==> config.mk <==
export PLATFORM = sky130hd
export DESIGN_NAME = pe_window_unit
export DESIGN_NICKNAME = d
export VERILOG_FILES = /design/src/rtl/pe_win_pkg.sv /design/src/rtl/pe_win_range_cmp.sv /design/src/rtl/pe_window_unit.sv
export SDC_FILE = /design/constraint.sdc
export NUM_CORES = 1
export LEC_CHECK = 0
export CAP_MARGIN = 40
export CELL_PAD_IN_SITES_DETAIL_PLACEMENT = 0
export CELL_PAD_IN_SITES_GLOBAL_PLACEMENT = 1
export CORE_ASPECT_RATIO = 2
export CORE_MARGIN = 1
export CORE_UTILIZATION = 30
export DETAILED_ROUTE_END_ITERATION = 16
export DONT_BUFFER_PORTS = 1
export PLACE_DENSITY_LB_ADDON = 0.1
export REMOVE_ABC_BUFFERS = 1
export SLEW_MARGIN = 40
export SYNTH_ARGS = -nofsm -noshare
export SYNTH_HDL_FRONTEND = slang
export SYNTH_SLANG_ARGS = --single-unit
==> constraint.sdc <==
create_clock -name clock -period 6 [get_ports clock]
set_input_delay 1.2 -clock clock [delete_from_list [all_inputs] [get_ports clock]]
set_output_delay 1.2 -clock clock [all_outputs]
set_load 0.01 [all_outputs]
==> src/rtl/pe_win_pkg.sv <==
// Shared types and constants for the priority-evaluation window unit.
package pe_win_pkg;

    localparam int unsigned DEF_NUM_WIN    = 2;
    localparam int unsigned DEF_NUM_LAYERS = 5;
    localparam int unsigned DEF_COORD_W    = 8;
    localparam int unsigned DEF_V_LINES    = 228;
    localparam int unsigned DEF_H_PIX      = 240;

    // Control word = one enable per layer plus the colour-effects bit
    function automatic int unsigned pe_ctl_w(input int unsigned num_layers);
        return num_layers + 1;
    endfunction

    localparam int unsigned PE_CTL_W = pe_ctl_w(DEF_NUM_LAYERS);

    typedef enum logic [2:0] {
        LAYER_BG0 = 3'd0,
        LAYER_BG1 = 3'd1,
        LAYER_BG2 = 3'd2,
        LAYER_BG3 = 3'd3,
        LAYER_OBJ = 3'd4
    } pe_layer_e;

    typedef struct packed {
        logic                      effects;
        logic [DEF_NUM_LAYERS-1:0] layers;
    } pe_win_ctl_t;

endpackage

==> src/rtl/pe_win_range_cmp.sv <==
// Wrap-aware half-open range test: lo<hi is [lo,hi), lo>hi wraps, lo==hi is empty.
module pe_win_range_cmp
    import pe_win_pkg::*;
#(
    parameter int unsigned W = DEF_COORD_W
) (
    input  logic [W-1:0] lo_i,
    input  logic [W-1:0] hi_i,
    input  logic [W-1:0] p_i,
    output logic         in_range_c
);

    always_comb begin
        in_range_c = 1'b0;
        if (lo_i < hi_i) begin
            in_range_c = (p_i >= lo_i) && (p_i < hi_i);
        end else if (lo_i > hi_i) begin
            in_range_c = (p_i >= lo_i) || (p_i < hi_i);
        end
    end

endmodule

==> src/rtl/pe_window_unit.sv <==
// Per-pixel window evaluator: beam counters, window hit test, priority select, 2-stage pipeline.
// Optional PE_WIN_SHADOW_EN latches the window configuration on frame_start.
module pe_window_unit
    import pe_win_pkg::*;
#(
    parameter int unsigned NUM_WIN    = DEF_NUM_WIN,
    parameter int unsigned NUM_LAYERS = DEF_NUM_LAYERS,
    parameter int unsigned COORD_W    = DEF_COORD_W,
    parameter int unsigned V_LINES    = DEF_V_LINES
) (
    input  logic                              clock,
    input  logic                              reset_n,
    input  logic                              frame_start,
    input  logic                              line_start,
    input  logic                              pix_valid,
    input  logic                              obj_win,
    input  logic [NUM_WIN:0]                  win_en,
    input  logic [NUM_LAYERS-1:0]             layer_en,
    input  logic [NUM_WIN*COORD_W-1:0]        win_x1,
    input  logic [NUM_WIN*COORD_W-1:0]        win_x2,
    input  logic [NUM_WIN*COORD_W-1:0]        win_y1,
    input  logic [NUM_WIN*COORD_W-1:0]        win_y2,
    input  logic [NUM_WIN*(NUM_LAYERS+1)-1:0] win_ctl,
    input  logic [NUM_LAYERS:0]               obj_ctl,
    input  logic [NUM_LAYERS:0]               out_ctl,
    output logic [NUM_LAYERS-1:0]             mask_out,
    output logic                              effects_out,
    output logic                              out_valid,
    output logic [NUM_WIN:0]                  win_hit
);

    localparam int unsigned CTL_W = pe_ctl_w(NUM_LAYERS);
    localparam int unsigned BND_W = NUM_WIN * COORD_W;
    localparam logic [COORD_W-1:0] X_MAX  = '1;
    localparam logic [COORD_W-1:0] Y_LAST = COORD_W'(V_LINES - 1);

    logic [COORD_W-1:0]       x_q, x_d, y_q, y_d, x_cur, y_cur;
    logic [NUM_WIN:0]         en_s1;
    logic [BND_W-1:0]         x1_s1, x2_s1, y1_s1, y2_s1;
    logic [NUM_LAYERS-1:0]    layer_s2;
    logic [NUM_WIN*CTL_W-1:0] wctl_s2;
    logic [CTL_W-1:0]         octl_s2, uctl_s2;

`ifdef PE_WIN_SHADOW_EN
    logic [NUM_WIN:0]         sh_en_q;
    logic [NUM_LAYERS-1:0]    sh_layer_q;
    logic [BND_W-1:0]         sh_x1_q, sh_x2_q, sh_y1_q, sh_y2_q;
    logic [NUM_WIN*CTL_W-1:0] sh_wctl_q;
    logic [CTL_W-1:0]         sh_octl_q, sh_uctl_q;

    always_ff @(posedge clock or negedge reset_n) begin
        if (!reset_n) begin
            sh_en_q    <= '0;
            sh_layer_q <= '0;
            sh_x1_q    <= '0;
            sh_x2_q    <= '0;
            sh_y1_q    <= '0;
            sh_y2_q    <= '0;
            sh_wctl_q  <= '0;
            sh_octl_q  <= '0;
            sh_uctl_q  <= '0;
        end else if (frame_start) begin
            sh_en_q    <= win_en;
            sh_layer_q <= layer_en;
            sh_x1_q    <= win_x1;
            sh_x2_q    <= win_x2;
            sh_y1_q    <= win_y1;
            sh_y2_q    <= win_y2;
            sh_wctl_q  <= win_ctl;
            sh_octl_q  <= obj_ctl;
            sh_uctl_q  <= out_ctl;
        end
    end

    // A pixel in the frame_start cycle already belongs to the new frame
    assign en_s1    = frame_start ? win_en : sh_en_q;
    assign x1_s1    = frame_start ? win_x1 : sh_x1_q;
    assign x2_s1    = frame_start ? win_x2 : sh_x2_q;
    assign y1_s1    = frame_start ? win_y1 : sh_y1_q;
    assign y2_s1    = frame_start ? win_y2 : sh_y2_q;
    assign layer_s2 = sh_layer_q;
    assign wctl_s2  = sh_wctl_q;
    assign octl_s2  = sh_octl_q;
    assign uctl_s2  = sh_uctl_q;
`else
    assign en_s1    = win_en;
    assign x1_s1    = win_x1;
    assign x2_s1    = win_x2;
    assign y1_s1    = win_y1;
    assign y2_s1    = win_y2;
    assign layer_s2 = layer_en;
    assign wctl_s2  = win_ctl;
    assign octl_s2  = obj_ctl;
    assign uctl_s2  = out_ctl;
`endif

    // Position of the pixel evaluated this cycle; frame_start overrides line_start
    always_comb begin
        y_cur = y_q;
        if (frame_start) begin
            y_cur = '0;
        end else if (line_start) begin
            y_cur = (y_q == Y_LAST) ? '0 : y_q + COORD_W'(1);
        end
        x_cur = line_start ? '0 : x_q;
        x_d   = x_cur;
        if (pix_valid && (x_cur != X_MAX)) begin
            x_d = x_cur + COORD_W'(1);
        end
        y_d = y_cur;
    end

    always_ff @(posedge clock or negedge reset_n) begin
        if (!reset_n) begin
            x_q <= '0;
            y_q <= '0;
        end else begin
            x_q <= x_d;
            y_q <= y_d;
        end
    end

    logic [NUM_WIN-1:0] hit_c;

    for (genvar i = 0; i < NUM_WIN; i++) begin : g_win
        logic x_in, y_in;

        pe_win_range_cmp #(.W(COORD_W)) u_x_cmp (
            .lo_i       (x1_s1[i*COORD_W +: COORD_W]),
            .hi_i       (x2_s1[i*COORD_W +: COORD_W]),
            .p_i        (x_cur),
            .in_range_c (x_in)
        );

        pe_win_range_cmp #(.W(COORD_W)) u_y_cmp (
            .lo_i       (y1_s1[i*COORD_W +: COORD_W]),
            .hi_i       (y2_s1[i*COORD_W +: COORD_W]),
            .p_i        (y_cur),
            .in_range_c (y_in)
        );

        assign hit_c[i] = en_s1[i] & x_in & y_in;
    end

    logic [NUM_WIN-1:0] hit1_q;
    logic               obj1_q, none1_q, vld1_q;

    always_ff @(posedge clock or negedge reset_n) begin
        if (!reset_n) begin
            hit1_q  <= '0;
            obj1_q  <= 1'b0;
            none1_q <= 1'b0;
            vld1_q  <= 1'b0;
        end else begin
            hit1_q  <= hit_c;
            obj1_q  <= obj_win & en_s1[NUM_WIN];
            none1_q <= ~|en_s1;
            vld1_q  <= pix_valid;
        end
    end

    logic [NUM_LAYERS-1:0] mask_d;
    logic                  effects_d;
    logic [NUM_WIN:0]      hit_d;
    logic [CTL_W-1:0]      sel_ctl;
    logic [NUM_WIN:0]      sel_hit;
    logic                  found;

    // Priority: lowest window index, then OBJ window, then outside
    always_comb begin
        sel_ctl = uctl_s2;
        sel_hit = '0;
        found   = 1'b0;
        for (int i = 0; i < NUM_WIN; i++) begin
            if (!found && hit1_q[i]) begin
                found      = 1'b1;
                sel_ctl    = wctl_s2[i*CTL_W +: CTL_W];
                sel_hit    = '0;
                sel_hit[i] = 1'b1;
            end
        end
        if (!found && obj1_q) begin
            sel_ctl          = octl_s2;
            sel_hit          = '0;
            sel_hit[NUM_WIN] = 1'b1;
        end

        mask_d    = layer_s2 & sel_ctl[NUM_LAYERS-1:0];
        effects_d = sel_ctl[NUM_LAYERS];
        hit_d     = sel_hit;
        if (none1_q) begin
            mask_d    = layer_s2;
            effects_d = 1'b1;
            hit_d     = '0;
        end
        if (!vld1_q) begin
            mask_d    = mask_out;
            effects_d = effects_out;
            hit_d     = win_hit;
        end
    end

    always_ff @(posedge clock or negedge reset_n) begin
        if (!reset_n) begin
            mask_out    <= '0;
            effects_out <= 1'b0;
            win_hit     <= '0;
            out_valid   <= 1'b0;
        end else begin
            mask_out    <= mask_d;
            effects_out <= effects_d;
            win_hit     <= hit_d;
            out_valid   <= vld1_q;
        end
    end

endmodule

==> impl_results.html <==
<table>
<tr><th>Metric</th><th>Value</th></tr>
<tr><th colspan="2">Critical path</th></tr>
<tr><td>Gate family responsible for the most delay along the worst path</td><td>compound AO/OA/AOI/OAI gates</td></tr>
<tr><td>Total stage count of the critical path</td><td>11</td></tr>
<tr><td>R2R Setup Slk</td><td>between 2 and 3 ns</td></tr>
<tr><td>Arrival time reported for the critical path endpoint</td><td>around 3.5 ns</td></tr>
<tr><td>Critical path launch point</td><td>line_start</td></tr>
<tr><td>Category of the critical setup timing path</td><td>input port to register</td></tr>
<tr><td>Capture point of the worst reg-to-reg path</td><td>hit1_q[1]</td></tr>
<tr><td>Worst EP required</td><td>between 6 and 7 ns</td></tr>
<tr><td>Slowest cell delay on critical path</td><td>about 0.5 ns</td></tr>
<tr><td>Path depth of the worst reg2reg path</td><td>12</td></tr>
<tr><td>Startpoint type of the worst setup path</td><td>input port</td></tr>
<tr><td>Launch instance of the worst register-to-register path</td><td>y_q[0]</td></tr>
<tr><td>Type of element capturing the critical path</td><td>register</td></tr>
<tr><td>Critical Path End</td><td>hit1_q[1]</td></tr>
<tr><td>Maximum fanout along the worst path</td><td>18</td></tr>
<tr><td>Worst path cell trace</td><td>and4_4 &gt; a21o_2 &gt; nor2_1 &gt; ha_1 &gt; a2111oi_0 &gt; nor2b_1 &gt; o21ai_0 &gt; o211ai_1 &gt; o32ai_1 &gt; nand4_1 &gt; nor3_2</td></tr>
<tr><td>Number of buffer and inverter instances along the worst setup path</td><td>0</td></tr>
<tr><td>Slowest stage cell on the critical path</td><td>a2111oi_0</td></tr>
<tr><th colspan="2">Timing</th></tr>
<tr><td>Total negative setup slack</td><td>0 ns</td></tr>
<tr><td>Final min period</td><td>between 3 and 4 ns</td></tr>
<tr><td>Unrepaired setup endpoints after global routing</td><td>no</td></tr>
<tr><td>Transition time of the tightest slew-check pin</td><td>approximately 0.73 ns</td></tr>
<tr><td>Max Clk Rate</td><td>just under 300 MHz</td></tr>
<tr><td>Hold slack</td><td>just under 0.6 ns</td></tr>
<tr><td>Setup slack of the critical path after layout</td><td>around 2.6 ns</td></tr>
<tr><td>Final worst path period share</td><td>56.2%</td></tr>
<tr><td>Total count of hold-check failures in the final report</td><td>0</td></tr>
<tr><td>Final count of negative-setup-slack endpoints</td><td>0</td></tr>
<tr><td>Max-slew violation count</td><td>0</td></tr>
<tr><td>Relative slew slack</td><td>between 50% and 60%</td></tr>
<tr><td>Clock skew</td><td>0.00811 ns</td></tr>
<tr><th colspan="2">Detailed routing</th></tr>
<tr><td>Via count</td><td>a little over 3,000</td></tr>
<tr><td>Post-detailed-route wirelength per cell</td><td>17.9 µm</td></tr>
<tr><td>First-pass iteration count of the detailed router</td><td>4</td></tr>
<tr><td>Detailed-route DRC error count</td><td>0</td></tr>
<tr><td>Residual antenna-violating net count after detailed routing</td><td>0</td></tr>
<tr><td>Violation count after the first detailed-routing iteration</td><td>between 100 and 150</td></tr>
<tr><td>Vias/cell</td><td>approximately 5.2</td></tr>
<tr><td>Final Routed Wirelength</td><td>around 11 mm</td></tr>
<tr><th colspan="2">Global routing</th></tr>
<tr><td>First-pass GRT wire length</td><td>~16 mm</td></tr>
<tr><td>Residual overflow from global routing</td><td>0</td></tr>
<tr><td>Maximum number of pins on one net before global-route repair</td><td>32</td></tr>
<tr><td>Number of antenna violations at the first check in global routing</td><td>0</td></tr>
<tr><td>Total GRT Usage</td><td>17.2%</td></tr>
<tr><td>Via count of the first global-routing pass</td><td>about 3,200</td></tr>
<tr><th colspan="2">Clock network</th></tr>
<tr><td>Clock-pin slew of the registers on the worst-case setup and hold paths</td><td>around 0.050 ns</td></tr>
<tr><td>Total of cells resized after clock tree synthesis</td><td>0</td></tr>
<tr><td>Insertion delay of the later-clocked pin in the worst-skew pair</td><td>~0.28 ns</td></tr>
<tr><td>Clk root buf</td><td>clkbuf_16</td></tr>
<tr><td>Clock tree from TritonCTS</td><td>done</td></tr>
<tr><td>Number of CTS-inserted buffers</td><td>5</td></tr>
<tr><td>Hold Buf Count CTS</td><td>0</td></tr>
<tr><td>Bufs on Longest Clock Path</td><td>2</td></tr>
<tr><td>Number of clock sinks</td><td>31</td></tr>
<tr><td>H-tree levels</td><td>2</td></tr>
<tr><td>Post-CTS setup buffer count</td><td>0</td></tr>
<tr><th colspan="2">Placement</th></tr>
<tr><td>Input/output buffers</td><td>0</td></tr>
<tr><td>Total placed instance area</td><td>just under 4000 µm²</td></tr>
<tr><td>Final HPWL from detailed placement</td><td>approximately 9 mm</td></tr>
<tr><td>Placer Congestion</td><td>between 0.8 and 0.9</td></tr>
<tr><td>Pre-CTS setup slack</td><td>between 2 and 2.5 ns</td></tr>
<tr><td>Number of instances in the placed design</td><td>around 590</td></tr>
<tr><th colspan="2">Pwr</th></tr>
<tr><td>Overall power after layout</td><td>~0.64 mW</td></tr>
<tr><td>Peak ir drop on the vdd network</td><td>around 0.10 mV</td></tr>
<tr><td>Lkg Pwr</td><td>2.13 nW</td></tr>
<tr><td>P per Cell Area</td><td>roughly 160 nW/µm²</td></tr>
<tr><th colspan="2">Logic synthesis</th></tr>
<tr><td>Count of different cell masters after synthesis</td><td>53</td></tr>
<tr><td>Most common flop cell mapped by yosys</td><td>dfrtp_1</td></tr>
<tr><td>Total of flip-flops plus latches after synthesis</td><td>31</td></tr>
<tr><td>Average footprint of a synthesized cell</td><td>approximately 8.4 µm²</td></tr>
<tr><td>Share of flip-flops with an asynchronous set or reset after synthesis</td><td>100%</td></tr>
<tr><td>Post-Syn Instances</td><td>between 400 and 500</td></tr>
<tr><td>Warning count from the yosys run</td><td>0</td></tr>
<tr><td>Post-synthesis cell area</td><td>about 3800 µm²</td></tr>
<tr><td>Number of synthesized flops with an enable pin</td><td>0</td></tr>
<tr><td>Share of synthesized area occupied by flip-flops and latches</td><td>roughly a fifth</td></tr>
<tr><th colspan="2">Die</th></tr>
<tr><td>Total core area</td><td>approximately 12,000 µm²</td></tr>
<tr><td>Total Die Area</td><td>about 13,000 µm²</td></tr>
<tr><td>Initial standard-cell utilization of the core</td><td>30.8%</td></tr>
<tr><td>Vertical die dimension</td><td>roughly 160 µm</td></tr>
<tr><td>Row count</td><td>57</td></tr>
<tr><td>Overall die width</td><td>81.2 µm</td></tr>
<tr><td>Number of I/O pins</td><td>112</td></tr>
<tr><th colspan="2">Final layout</th></tr>
<tr><td>Highest-count cells in the layout ignoring fill and taps</td><td>ha_1, inv_1, a21oi_1, dfrtp_1, o21ai_0</td></tr>
<tr><td>Final design instance area without fill</td><td>a little over 4000 µm²</td></tr>
<tr><td>Share of the core filled with cells</td><td>about 33%</td></tr>
<tr><td>Fraction of final layout cells with drive strength greater than 1</td><td>4.04%</td></tr>
<tr><td>Most frequent standard cell in the layout excluding fill and tap cells</td><td>ha_1</td></tr>
<tr><td>Area growth from synthesis to layout</td><td>8.32%</td></tr>
<tr><td>Number of nets in the finished design</td><td>between 600 and 700</td></tr>
<tr><td>Final non-filler cell total</td><td>between 500 and 600</td></tr>
<tr><td>Fill cell count</td><td>around 1,300</td></tr>
<tr><th colspan="2">Min path</th></tr>
<tr><td>Worst hold-check path type</td><td>register to register</td></tr>
<tr><th colspan="2">Flow run</th></tr>
<tr><td>Max-cap check violation count</td><td>0</td></tr>
<tr><th colspan="2">Status</th></tr>
<tr><td>Result of the run</td><td>finished clean</td></tr>
</table>
==> final cells by class <==
| cell class | count | area, µm² | share of cell area, % |
|---|---|---|---|
| tap | 147 | 184 | 4.51 |
| sequential | 31 | 776 | 19.0 |
| inverter | 71 | 267 | 6.54 |
| multi-input combinational | 336 | 2690 | 65.9 |
| antenna | 1 | 2.50 | 0.0614 |
| clock inverter | 1 | 7.51 | 0.184 |
| clock buffer | 7 | 153 | 3.75 |
==> Yosys cell counts (2+ instances only) <==
cell       n  area (µm²)
a21oi_1   31         155
dfrtp_1   31         776
a211oi_1   5        37.5
and3_1     2        12.5
nand4_1   15        93.8
nor2_1    25        93.8
a211o_1    2        17.5
ha_1      94        1180
o211ai_1  12        90.1
nand3_1   11        55.1
clkbuf_1   7        26.3
a21o_1     7        52.6
xnor2_1    8        70.1
o21a_1     4        30.0
inv_1     71         267
nor2b_1   15        93.8
mux2i_1    7        70.1
nand2_1   22        82.6
xor2_1     5        43.8
nor3_1     6        30.0
or3_1      4        25.0
nand2b_1   5        31.3
a21boi_0   2        15.0
o21ai_0   26         130
==> cell families after synthesis <==
group / count (synthesis) / share of synthesized area, %
AOI/OAI and AO/OA: 104 / 17.9
xor gates and xnor gates: 13 / 3.03
adders and majority gates: 94 / 31.3
buffers and inverters: 79 / 7.98
DFF: 31 / 20.6
muxes: 8 / 2.16
and+or+nand+nor: 117 / 17.0
==> worst min path at each step <==
| stage | startpoint | endpoint | slack, ns | cells after the start |
|---|---|---|---|---|
| after floorplan | x_q[7] | x_q[7] | 0.54 | 2 |
| after global placement | mask_out[2] | mask_out[2] | 0.58 | 2 |
| after detailed placement | mask_out[2] | mask_out[2] | 0.58 | 2 |
| after CTS | mask_out[2] | mask_out[2] | 0.59 | 2 |
| after global routing | reset_n | effects_out | 0.60 | 0 |
| final | mask_out[2] | mask_out[2] | 0.58 | 2 |
==> sequential cells by signal (all words and copies together) (netlist names) <==
name	count
x_q	8
y_q	8
mask_out	5
win_hit	3
hit1_q	2
effects_out	1
none1_q	1
obj1_q	1
out_valid	1
vld1_q	1
==> power by group <==
| group | internal [mW] | total [mW] | switching, mW | leakage (nW) |
|---|---|---|---|---|
| sequential | 0.222 | 0.241 | 0.0192 | 0.412 |
| combinational | 0.0613 | 0.134 | 0.0729 | 1.64 |
| clock | 0.176 | 0.268 | 0.0922 | 0.0761 |
| total | 0.459 | 0.643 | 0.184 | 2.13 |
==> worst min-delay path: stages (launching register included) <==
cell and delay [ns]:
dfrtp_1 0.41, inv_1 0.06, o21ai_0 0.06
==> per-layer routing <==
| metal | routed length, µm | GRT usage [%] | part of all wire, % |
|---|---|---|---|
| met1 | 3450 | 15.2 | 32 |
| met2 | 6610 | 36.2 | 62 |
| met3 | 395 | 2.67 | 3.7 |
| met4 | 161 | 5.19 | 1.5 |
| met5 | 0 | 0 | 0 |
No activity file was read; power rests on OpenSTA's default activity.
